<file path="config.mk">
export PLATFORM = sky130hd
export DESIGN_NAME = csr_access_unit
export DESIGN_NICKNAME = d
export VERILOG_FILES = /design/src/rtl/csr_access_unit_pkg.sv /design/src/rtl/csr_alu.sv /design/src/rtl/csr_access_unit.sv
export SDC_FILE = /design/constraint.sdc
export NUM_CORES = 1
export LEC_CHECK = 0
export ABC_AREA = 1
export CORE_ASPECT_RATIO = 1.2
export CORE_MARGIN = 2
export CORE_UTILIZATION = 51
export DETAILED_ROUTE_END_ITERATION = 6
export GPL_TIMING_DRIVEN = 0
export PLACE_DENSITY = 0.95
export SLEW_MARGIN = 5
export SYNTH_ARGS = -nofsm -noshare
export SYNTH_HDL_FRONTEND = slang
export SYNTH_SLANG_ARGS = --single-unit
</file>
<file path="constraint.sdc">
create_clock -name i_clock -period 11.6 [get_ports i_clock]
set_input_delay 2.32 -clock i_clock [delete_from_list [all_inputs] [get_ports i_clock]]
set_output_delay 2.32 -clock i_clock [all_outputs]
set_load 0.005 [all_outputs]
</file>
<file path="src/rtl/csr_access_unit_pkg.sv">
// Shared types and encodings for the CSR access unit: funct3 codes, FSM states,
// CSR address/data types and the read-only address-space test.
package csr_access_unit_pkg;

  localparam int DATA_W = 32;
  localparam int ADDR_W = 12;

  typedef logic [ADDR_W-1:0] csr_reg_addr_t;
  typedef logic [DATA_W-1:0] data_t;

  localparam logic [2:0] CSRRW  = 3'b001;
  localparam logic [2:0] CSRRS  = 3'b010;
  localparam logic [2:0] CSRRC  = 3'b011;
  localparam logic [2:0] CSRRWI = 3'b101;
  localparam logic [2:0] CSRRSI = 3'b110;
  localparam logic [2:0] CSRRCI = 3'b111;

  typedef enum logic [1:0] {
    IDLE  = 2'd0,
    READ  = 2'd1,
    WRITE = 2'd2,
    DONE  = 2'd3
  } csr_acc_state_t;

  // The top two address bits equal to 2'b11 mark the read-only CSR space.
  function automatic logic is_read_only(input logic [1:0] addr_top);
    return addr_top == 2'b11;
  endfunction

endpackage

</file>
<file path="src/rtl/csr_alu.sv">
// Combinational datapath for one Zicsr access: operand select, new CSR value,
// write-required flag and illegal-access detection.
module csr_alu
  import csr_access_unit_pkg::*;
#(
  parameter int DATA_WIDTH = DATA_W,
  parameter int ADDR_WIDTH = ADDR_W
) (
  input  logic [2:0]            op,
  input  logic [ADDR_WIDTH-1:0] addr,
  input  logic [4:0]            rs1_field,
  input  logic [DATA_WIDTH-1:0] rs1_data,
  input  logic [DATA_WIDTH-1:0] old,
  output logic [DATA_WIDTH-1:0] new_value,
  output logic                  wr,
  output logic                  illegal
);

  logic [DATA_WIDTH-1:0] operand;

  always_comb begin
    // NOTE: every output of a combinational block gets a default before the case so no path infers a latch.
    operand   = op[2] ? DATA_WIDTH'(rs1_field) : rs1_data;
    new_value = operand;
    wr        = 1'b0;
    case (op[1:0])
      CSRRW[1:0]: begin
        new_value = operand;
        wr        = 1'b1;
      end
      CSRRS[1:0]: begin
        new_value = old | operand;
        wr        = rs1_field != '0;
      end
      CSRRC[1:0]: begin
        new_value = old & ~operand;
        wr        = rs1_field != '0;
      end
      default: ;
    endcase
    illegal = (op[1:0] == 2'b00) || (wr && is_read_only(addr[ADDR_WIDTH-1 -: 2]));
  end

endmodule

</file>
<file path="src/rtl/csr_access_unit.sv">
// Initiator side of the CSR register-block port: runs one Zicsr read-modify-write
// per request and returns the old CSR value for rd writeback.
module csr_access_unit
  import csr_access_unit_pkg::*;
#(
  parameter int DATA_WIDTH = DATA_W,
  parameter int ADDR_WIDTH = ADDR_W
) (
  input  logic                  i_clock,
  input  logic                  i_reset,
  input  logic                  i_req,
  output logic                  o_ready,
  input  logic [2:0]            i_funct3,
  input  logic [ADDR_WIDTH-1:0] i_csrAddr,
  input  logic [4:0]            i_rs1Field,
  input  logic [DATA_WIDTH-1:0] i_rs1Data,
  input  logic                  i_flush,
  output logic [ADDR_WIDTH-1:0] o_csrAddr,
  output logic                  o_csrWrEnable,
  output logic [DATA_WIDTH-1:0] o_csrWrData,
  input  logic [DATA_WIDTH-1:0] i_csrRdData,
  output logic                  o_done,
  output logic                  o_illegal,
  output logic [DATA_WIDTH-1:0] o_rdData
);

  csr_acc_state_t        state, next_state;
  logic [2:0]            funct3_q;
  logic [ADDR_WIDTH-1:0] addr_q;
  logic [4:0]            rs1_field_q;
  logic [DATA_WIDTH-1:0] rs1_data_q;
  logic [DATA_WIDTH-1:0] old_q;
  logic [DATA_WIDTH-1:0] rd_data_q;
  logic [DATA_WIDTH-1:0] new_value;
  logic                  wr;
  logic                  illegal;

  csr_alu #(
    .DATA_WIDTH(DATA_WIDTH),
    .ADDR_WIDTH(ADDR_WIDTH)
  ) u_alu (
    .op       (funct3_q),
    .addr     (addr_q),
    .rs1_field(rs1_field_q),
    .rs1_data (rs1_data_q),
    .old      (old_q),
    .new_value(new_value),
    .wr       (wr),
    .illegal  (illegal)
  );

  always_ff @(posedge i_clock or posedge i_reset) begin
    if (i_reset) begin
      state       <= IDLE;
      // NOTE: the capture registers are reset as well because o_csrAddr and o_rdData expose them directly.
      funct3_q    <= '0;
      addr_q      <= '0;
      rs1_field_q <= '0;
      rs1_data_q  <= '0;
      old_q       <= '0;
      rd_data_q   <= '0;
    end else begin
      // NOTE: non-blocking assignments so every register here samples pre-edge values.
      state <= next_state;
      if (state == IDLE && i_req) begin
        funct3_q    <= i_funct3;
        addr_q      <= i_csrAddr;
        rs1_field_q <= i_rs1Field;
        rs1_data_q  <= i_rs1Data;
      end
      if (state == READ) old_q <= i_csrRdData;
      // The result register changes only on entry to DONE so it holds between requests.
      if (next_state == DONE) begin
        rd_data_q <= illegal ? '0 : ((state == READ) ? i_csrRdData : old_q);
      end
    end
  end

  always_comb begin
    next_state    = state;
    o_ready       = 1'b0;
    o_csrWrEnable = 1'b0;
    o_csrWrData   = '0;
    o_done        = 1'b0;
    o_illegal     = 1'b0;
    case (state)
      IDLE: begin
        o_ready = 1'b1;
        if (i_req) next_state = READ;
      end
      READ: begin
        if (i_flush)      next_state = IDLE;
        else if (illegal) next_state = DONE;
        else if (wr)      next_state = WRITE;
        else              next_state = DONE;
      end
      WRITE: begin
        o_csrWrEnable = 1'b1;
        o_csrWrData   = new_value;
        next_state    = DONE;
      end
      DONE: begin
        o_done     = 1'b1;
        o_illegal  = illegal;
        next_state = IDLE;
      end
      default: next_state = IDLE;
    endcase
  end

  assign o_csrAddr = addr_q;
  assign o_rdData  = rd_data_q;

endmodule

</file>
==> results of run 1 <==
-- state kept, by name, indices dropped and copies added, names as in the netlist --
register     count
rs1_field_q      5
o_csrAddr       12
funct3_q         3
old_q           32
state            2
o_rdData        32
rs1_data_q      32
-- cell usage after synthesis --
library cell | instances | area [sq um]
a21oi_1 | 65 | 325
buf_2 | 18 | 90.1
dfrtp_1 | 118 | 2950
or2_2 | 1 | 6.26
o21ai_0 | 15 | 75.1
o21ai_1 | 28 | 140
nor2_4 | 1 | 11.3
o21ai_2 | 2 | 17.5
clkbuf_1 | 12 | 45.0
nand2_1 | 116 | 435
buf_6 | 12 | 135
mux2_2 | 20 | 225
a311oi_1 | 25 | 219
nor2_2 | 2 | 12.5
inv_1 | 98 | 368
nor2_1 | 92 | 345
inv_2 | 3 | 11.3
buf_4 | 3 | 22.5
nand2_2 | 3 | 18.8
nand3_1 | 35 | 175
-- worst max-delay path by stage --
| stage | slack, ns | cells past startpoint | start | endpoint |
|---|---|---|---|---|
| 6_report | 6.83 | 5 | state[0]$_DFF_PP0_ | o_csrWrData[28] |
| 5_1_grt | 6.75 | 5 | state[0]$_DFF_PP0_ | o_csrWrData[27] |
| 4_1_cts | 6.85 | 5 | state[0]$_DFF_PP0_ | o_csrWrData[27] |
| 3_5_place_dp | 7.29 | 5 | state[0]$_DFF_PP0_ | o_csrWrData[27] |
| 3_3_place_gp | 4.55 | 2 | i_reset | rs1_data_q[27]$_DFFE_PP0P_ |
| 2_1_floorplan | 6.15 | 1 | i_reset | funct3_q[0]$_DFFE_PP0P_ |
-- stage by stage --
stage               hold WS, ns  worst slack, ns  cells
CTS                       0.503             6.85   1001
global route              0.514             6.75   1001
floorplan                 0.470             6.15    669
finish                    0.499             6.83   1001
detailed placement        0.490             7.29    969
global placement          0.485             4.55    968
-- metal layers --
metal  global-route usage (%)  routed length, um  vias to the layer above
li1                         -                  -                     2509
met3                     8.51               1470                       51
met2                     52.4               9010                      285
met4                     10.3                450                        0
met5                        0                  0                        -
met1                     35.2               6390                     2645
-- kinds of logic after synthesis --
group	Yosys count	share of synthesized area (%)
buf+inv	146	11.9
compound gates	135	13.8
flops	118	52.4
simple gates	250	17.8
mux	20	4.00
-- report_power, final --
| part | leakage (uW) | total [uW] | switching (uW) | internal (uW) |
|---|---|---|---|---|
| Clock | 0.000277 | 525 | 192 | 333 |
| Sequential | 0.00136 | 730 | 115 | 614 |
| Combinational | 0.00224 | 1160 | 638 | 524 |
-- final cells by class --
| type | count | share of cell area [%] |
|---|---|---|
| sequential | 118 | 36.5 |
| multi-input combinational | 405 | 24.8 |
| timing repair buffer | 168 | 21.0 |
| clock buffer | 21 | 5.81 |
| inverter | 101 | 4.74 |
| buffer | 45 | 3.62 |
| tap | 132 | 2.04 |
| clock inverter | 11 | 1.55 |
==> reports/metrics.yaml, run 1 <==
placed_design:
  port_buffers: 167
  dp.final_hpwl_um: 12500
  place_congestion: 0.875
  dpl_cell_area_sq_mm: 0.00750
synthesis:
  yosysSeqAreaShare_pct: 52.4
  yosys_warnings: 0
  synth_nets: 757
  ys_types: 20
  avgSynthCellArea_sq_um: 8.42
  synth_area_sq_mm: 0.00563
  syn_inst: 669
  ys_ff_latch: 118
cts:
  cts-root-buf: "clkbuf_16"
  clk_latency_ns: 0.42
  clock-sinks: 118
  cts.path.max_buffers: 2
  post_cts_buffers: 0
  cts_tree: "yes"
  cts.htree.levels: 4
  clk_pin_slew_ns: 0.06
  cts_resized: 0
  cts-buffers-inserted: 17
  cts_hold_buf: 0
routing:
  drc_errors: 0
  firstDrtPassIters: 6
  avgViaCountPerCell: 5.48
  ant_nets: 0
  wl_per_cell_um: 17.3
  wl_um: 17300
  drtIter0Drc: 324
  vias: 5490
finish:
  seq_area_sq_mm: 0.00295
  diodes: 0
  final_core_util_pct: 74.4
  fin_nets: 944
  area_delta_synth_final_pct: 43.8
  drive_above_1_share_pct: 11.3
  layout_common_cells: "clkdlybuf4s50_1, dfrtp_1, nand2_1"
  fillers: 746
  final_area_sq_mm: 0.00810
  final_common_cell: "clkdlybuf4s50_1"
  multiInputGateArea_sq_mm: 0.00201
worst_setup_path:
  path_delay_family: "buffers and inverters"
  ff2ff_path_depth: 10
  max_stage_delay_ns: 0.57
  crit_type: "register to output pin"
  worst_ep_arrival_time_ns: 2.45
  r2r_end: "o_rdData[8]$_DFFE_PP0N_"
  crit_path_end_kind: "output pin"
  worstReg2RegStart: "funct3_q[1]$_DFFE_PP0P_"
  regToRegSetupSlack_ns: 10.01
  cp.required_ns: 9.28
  cp_slowest_cell: "clkdlybuf4s50_1"
  crit_buf_inv: 3
  crit_chain: "nor2_4 -> inv_2 -> buf_2 -> a311oi_1 -> clkdlybuf4s50_1"
  cp-start-kind: "register"
  cp_max_fo: 10
die:
  dieArea_sq_mm: 0.0119
  start_util_pct: 51.8
  core_area_sq_mm: 0.0109
  die_h_um: 119
  io_pins: 168
  num_rows: 42
  die_w_um: 99.9
worst_hold_path:
  hold-path-endpoint: "rs1_data_q[4]$_DFFE_PP0P_"
  min_path_type: "register to register"
  hp-start: "rs1_data_q[4]$_DFFE_PP0P_"
  holdPathStages: 1
sta:
  finClkSkew_ns: 0.00842
  finalSetupTns_ns: 0
  rsz0062_at_grt: "no"
  fin_crit_sh_pct: 41.1
  tightest_slew_ns: 0.529
  hold_viol_final: 0
  max-slew-margin-rel_pct: 64.7
  max_freq_ghz: 0.210
  final-setup-viol-count: 0
  period_needed_ns: 4.77
  drv_slew: 0
grt:
  grt_max_degree: 86
  grt_pass1_vias: 5643
  grt_usage_pct: 30.0
  antenna_found_initial: 0
  overflow: 0
  grt_first_pass_wirelength_um: 27600
power_and_ir_drop:
  p_total_uw: 2420
  p_leak_uw: 0.00388
  power_density_mw_per_mm2: 299
  vdd_drop_max_mv: 0.175
status:
  status: "completed"
run:
  cap_violations: 0
No activity file was read; power rests on OpenSTA's default activity.
==> run 2, diff against run 1 <==
- CORE_UTILIZATION: 51 -> 43
- PLACE_DENSITY: 0.95 -> 0.86
- clock period: 11.6 -> 3.88 ns (I/O delays scaled with it)
==> reports/metrics.yaml, run 2 (same netlist as run 1, synthesis figures left out) <==
status:
  status: "completed"
finish:
  area_delta_synth_final_pct: 44.9
  drive_above_1_share_pct: 11.2  # -0.12 points
  fin_nets: 946  # +0.21%
  final_area_sq_mm: 0.00816  # +0.79%
  final_common_cell: "clkdlybuf4s50_1"
  fillers: 1069  # +43%
  layout_common_cells: "clkdlybuf4s50_1, dfrtp_1, nand2_1"
  final_cell_count_no_fill: 1033  # +3.2%
  diodes: 0  # unchanged
sta:
  finalSetupTns_ns: 0  # unchanged
  finClkSkew_ns: 0.00817  # -0.000253 ns
  fin_crit_sh_pct: 82.8
  tightest_slew_ns: 0.643  # +0.114 ns
  period_needed_ns: 3.21
  max_freq_ghz: 0.311
  drv_slew: 0  # unchanged
  rsz0062_at_grt: "no"
  hold_viol_final: 0  # unchanged
  max-slew-margin-rel_pct: 57.1  # -7.7 points
  final-setup-viol-count: 0  # unchanged
placed_design:
  place_inst: 1003  # +3.5%
  dp.final_hpwl_um: 12700  # +1.2%
  dpl_cell_area_sq_mm: 0.00757  # +0.95%
  port_buffers: 167  # unchanged
  place_congestion: 0.884  # +1.1%
worst_setup_path:
  cp-startpoint: "state[0]$_DFF_PP0_"
  crit_type: "register to output pin"
  cp.required_ns: 3.10  # -6.18 ns
  cp-start-kind: "register"
  cp_max_fo: 10  # unchanged
  crit_path_end_kind: "output pin"
  worst_ep_arrival_time_ns: 2.44  # about the same
  worstReg2RegStart: "funct3_q[1]$_DFFE_PP0P_"
die:
  core_area_sq_mm: 0.0127  # +17%
  die_w_um: 108  # +8.6%
  dieArea_sq_mm: 0.0140  # +18%
  num_rows: 45  # +7.1%
  io_pins: 168  # unchanged
  die_h_um: 129  # +8.6%
  start_util_pct: 44.3  # -7.5 points
routing:
  drc_errors: 0  # unchanged
  wl_um: 16800  # -3.1%
  ant_nets: 0  # unchanged
  firstDrtPassIters: 5  # -1
  drtIter0Drc: 317  # -2.2%
  wl_per_cell_um: 16.3  # -6.1%
  avgViaCountPerCell: 5.04  # -8.1%
  vias: 5206  # -5.2%
worst_hold_path:
  min_path_type: "register to register"
  hp-start: "rs1_data_q[0]$_DFFE_PP0P_"
grt:
  grt_first_pass_wirelength_um: 26700  # -3.2%
  grt_usage_pct: 25.0  # -5.0 points
  antenna_found_initial: 0  # unchanged
  grt_max_degree: 40  # -53%
  grt_pass1_vias: 5452  # -3.4%
  overflow: 0  # unchanged
power_and_ir_drop:
  vdd_drop_max_mv: 0.445  # +150%
  power_density_mw_per_mm2: 877  # +190%
  p_leak_uw: 0.00389  # +0.38%
cts:
  clk_pin_slew_ns: 0.05  # about the same
  cts.htree.levels: 4  # unchanged
  clk_latency_ns: 0.41  # about the same
  cts_resized: 0  # unchanged
  cts_tree: "yes"
  post_cts_buffers: 0  # unchanged
  cts-buffers-inserted: 17  # unchanged
  cts.path.max_buffers: 2  # unchanged
  clock-sinks: 118  # unchanged
  cts_hold_buf: 0  # unchanged
  cts-root-buf: "clkbuf_16"
run:
  cap_violations: 0  # unchanged
## run 2: changes by cell type in the layout (fill, tap and decap cells not counted)
cell,change
bufinv_16,+1
clkbuf_8,-1
clkbuf_1,+1
inv_6,-1
buf_16,-1
buf_12,+3
clkinv_2,+1
clkinvlp_4,-1
clkinv_4,-2
## run 2: per-layer routing
| layer | global-route usage [%] | part of all wire (%) |
|---|---|---|
| met5 | 0 | 0 |
| met4 | 8.97 | 2.0 |
| met3 | 8.40 | 9.0 |
| met2 | 42.5 | 50 |
| met1 | 29.4 | 39 |
## run 2: metrics by stage
stage	hold WS, ns	setup slack [ns]	power, uW	utilization [%]
floorplan	0.470	1.66	4130	-
global placement	0.481	0.544	5440	59.0
detailed placement	0.490	1.16	5570	59.5
CTS	0.502	0.710	7190	64.1
global route	0.524	0.580	7690	64.1
finish	0.501	0.667	7160	64.1
## run 2: power by group
part / switching [uW] / internal, uW / leakage, uW / total [uW]
Sequential: 328 / 1840 / 0.00136 / 2160
Combinational: 1860 / 1570 / 0.00225 / 3430
Clock: 536 / 1030 / 0.000281 / 1570
## run 2: worst paths after layout
path	to	slack, ns	cells past startpoint
worst max register to register	o_rdData[19]$_DFFE_PP0N_	2.34	10
max in group asynchronous	old_q[4]$_DFF_PP0_	2.26	4
worst min-delay path	rs1_data_q[0]$_DFFE_PP0P_	0.50	1
worst min register to register	rs1_data_q[0]$_DFFE_PP0P_	0.50	1
min in group asynchronous	rs1_data_q[21]$_DFFE_PP0P_	0.80	2
worst max-delay path	o_csrWrData[28]	0.67	5
## run 2: cell type report
type                    instances  area (sq um)  area share (%)
plain buffers                  45           293            3.59
clock buffers                  21           460            5.64
clock inverters                 9           128            1.56
inverters                     101           383            4.69
multi-input cells             405          2010            24.6
flip-flops and latches        118          2950            36.2
well taps                     164           205            2.51
repair buffers                170          1730            21.2
## run 2: critical path: stages (launching register included)
cell and delay, ns:
dfrtp_1 0.45, nor2_4 0.25, inv_2 0.13, buf_2 0.22, a311oi_1 0.40, clkdlybuf4s50_1 0.58
==> run 3, diff against run 2 <==
- clock period: 3.88 -> 2.67 ns (I/O delays scaled with it)
==> reports/metrics.yaml, run 3 (same netlist as run 1, synthesis figures left out) <==
worst_hold_path:
  min_path_type: "register to register"
  hp-start: "rs1_data_q[0]$_DFFE_PP0P_"
cts:
  cts.path.max_buffers: 2  # unchanged
  clock-sinks: 118  # unchanged
  clk_pin_slew_ns: 0.05  # about the same
  cts.htree.levels: 4  # unchanged
  cts-root-buf: "clkbuf_16"
  cts_tree: "yes"
  clk_latency_ns: 0.41  # about the same
  cts-buffers-inserted: 17  # unchanged
sta:
  drv_slew: 0  # unchanged
  rsz0062_at_grt: "yes"
  max-slew-margin-rel_pct: 57.1  # +0.079 points
  fin_crit_sh_pct: 99.3
  fin_ws_ns: 0.0190  # -0.648 ns
  final-setup-viol-count: 0  # unchanged
  max_freq_ghz: 0.377
  finClkSkew_ns: 0.00762  # -0.000547 ns
  hold_viol_final: 0  # unchanged
  finalSetupTns_ns: 0  # unchanged
  tightest_slew_ns: 0.642  # -0.00118 ns
  period_needed_ns: 2.65
die:
  core_area_sq_mm: 0.0127  # unchanged
  die_w_um: 108  # unchanged
  io_pins: 168  # unchanged
  die_h_um: 129  # unchanged
  dieArea_sq_mm: 0.0140  # unchanged
  num_rows: 45  # unchanged
  start_util_pct: 44.3  # unchanged
placed_design:
  dpl_cell_area_sq_mm: 0.00757  # unchanged
  dp_slack_ns: 0.187  # -0.968 ns
  place_inst: 1003  # unchanged
  dp.final_hpwl_um: 12700  # unchanged
  port_buffers: 167  # unchanged
  place_congestion: 0.884  # unchanged
power_and_ir_drop:
  vdd_drop_max_mv: 0.610  # +37%
  power_density_mw_per_mm2: 1280  # +45%
  p_leak_uw: 0.00416  # +6.8%
grt:
  grt_usage_pct: 25.4  # +0.43 points
  grt_max_degree: 40  # unchanged
  grt_pass1_vias: 5519  # +1.2%
  overflow: 0  # unchanged
  grt_first_pass_wirelength_um: 27200  # +2.1%
  antenna_found_initial: 0  # unchanged
finish:
  final_area_sq_mm: 0.00831  # +1.9%
  fin_nets: 948  # +0.21%
  drive_above_1_share_pct: 14.9  # +3.8 points
  final_common_cell: "clkdlybuf4s50_1"
  final_cell_count_no_fill: 1035  # +0.19%
  layout_common_cells: "clkdlybuf4s50_1, dfrtp_1, nand2_1"
  diodes: 0  # unchanged
  final_core_util_pct: 65.3  # +1.2 points
  area_delta_synth_final_pct: 47.6
routing:
  drtIter0Drc: 335  # +5.7%
  vias: 5306  # +1.9%
  avgViaCountPerCell: 5.13  # +1.7%
  ant_nets: 0  # unchanged
  drc_errors: 0  # unchanged
  firstDrtPassIters: 6  # +1
  wl_per_cell_um: 16.6  # +2.1%
  wl_um: 17200  # +2.3%
worst_setup_path:
  worst_ep_arrival_time_ns: 2.12  # -0.32 ns
  cp_max_fo: 10  # unchanged
  crit_path_end_kind: "output pin"
  cp-start-kind: "register"
  worstReg2RegStart: "state[1]$_DFF_PP0_"
  cp-startpoint: "state[0]$_DFF_PP0_"
  cp.required_ns: 2.14  # -0.96 ns
  crit_type: "register to output pin"
status:
  status: "completed"
run:
  cap_violations: 0  # unchanged
[run 3: changes by cell type in the layout (fill, tap and decap cells not counted), sizes merged]
cell | previous run | this run
buf | 36 | 38
clkdlybuf4s50 | 167 | 141
dlymetal6s2s | 0 | 8
dlygate4sd2 | 0 | 18
[run 3: path summary, 6_finish.rpt]
| check | cells past startpoint | to | slack (ns) |
|---|---|---|---|
| worst max-delay path | 5 | o_csrWrData[18] | 0.02 |
| worst min-delay path | 1 | rs1_data_q[0]$_DFFE_PP0P_ | 0.50 |
| worst max register to register | 7 | rs1_data_q[16]$_DFFE_PP0P_ | 1.09 |
| worst min register to register | 1 | rs1_data_q[0]$_DFFE_PP0P_ | 0.50 |
| max in group asynchronous | 4 | state[0]$_DFF_PP0_ | 1.28 |
| min in group asynchronous | 2 | rs1_data_q[21]$_DFFE_PP0P_ | 0.56 |
[run 3: layout make-up]
| class | count | area (sq um) |
|---|---|---|
| sequential | 118 | 2950 |
| tap | 164 | 205 |
| clock inverter | 9 | 128 |
| multi-input combinational | 405 | 2110 |
| inverter | 101 | 383 |
| buffer | 45 | 323 |
| fill | 1050 | 4410 |
| timing repair buffer | 172 | 1740 |
| clock buffer | 21 | 460 |
[run 3: critical path, stage by stage (launching register included)]
cell and delay [ns]:
dfrtp_2 0.45, nor2_4 0.14, inv_2 0.10, buf_2 0.22, a311oi_2 0.27, clkdlybuf4s50_1 0.54
[run 3: per-layer routing]
| layer | up-vias | routed length, um | track usage, % |
|---|---|---|---|
| met5 | - | 0 | 0 |
| met4 | 0 | 345 | 8.60 |
| met3 | 31 | 1620 | 8.45 |
| met2 | 251 | 8580 | 43.6 |
| met1 | 2511 | 6620 | 29.9 |
| li1 | 2513 | - | - |
[run 3: where the power goes]
part           total (uW)  internal [uW]  switching [uW]  leakage, uW
registers            3150           2670             481      0.00136
clock network        2290           1500             787     0.000281
logic                5160           2320            2840      0.00252
total               10600           6490            4110      0.00416
[run 3: metrics by stage]
step                      total power [uW]  hold slack, ns
final                                10600           0.501
after global routing                 11400           0.524
after CTS                            10600           0.502
after detailed placement              8090           0.490
after global placement                7910           0.481
after floorplan                       6000           0.470
[run 3: what timing repair did]
action | in CTS | in global routing
buffers inserted | 2 | 0
resized for setup | 57 | 13
endpoints found under the setup margin | 28 | 14
hold buffers | 0 | 0
pin swaps | 1 | 1
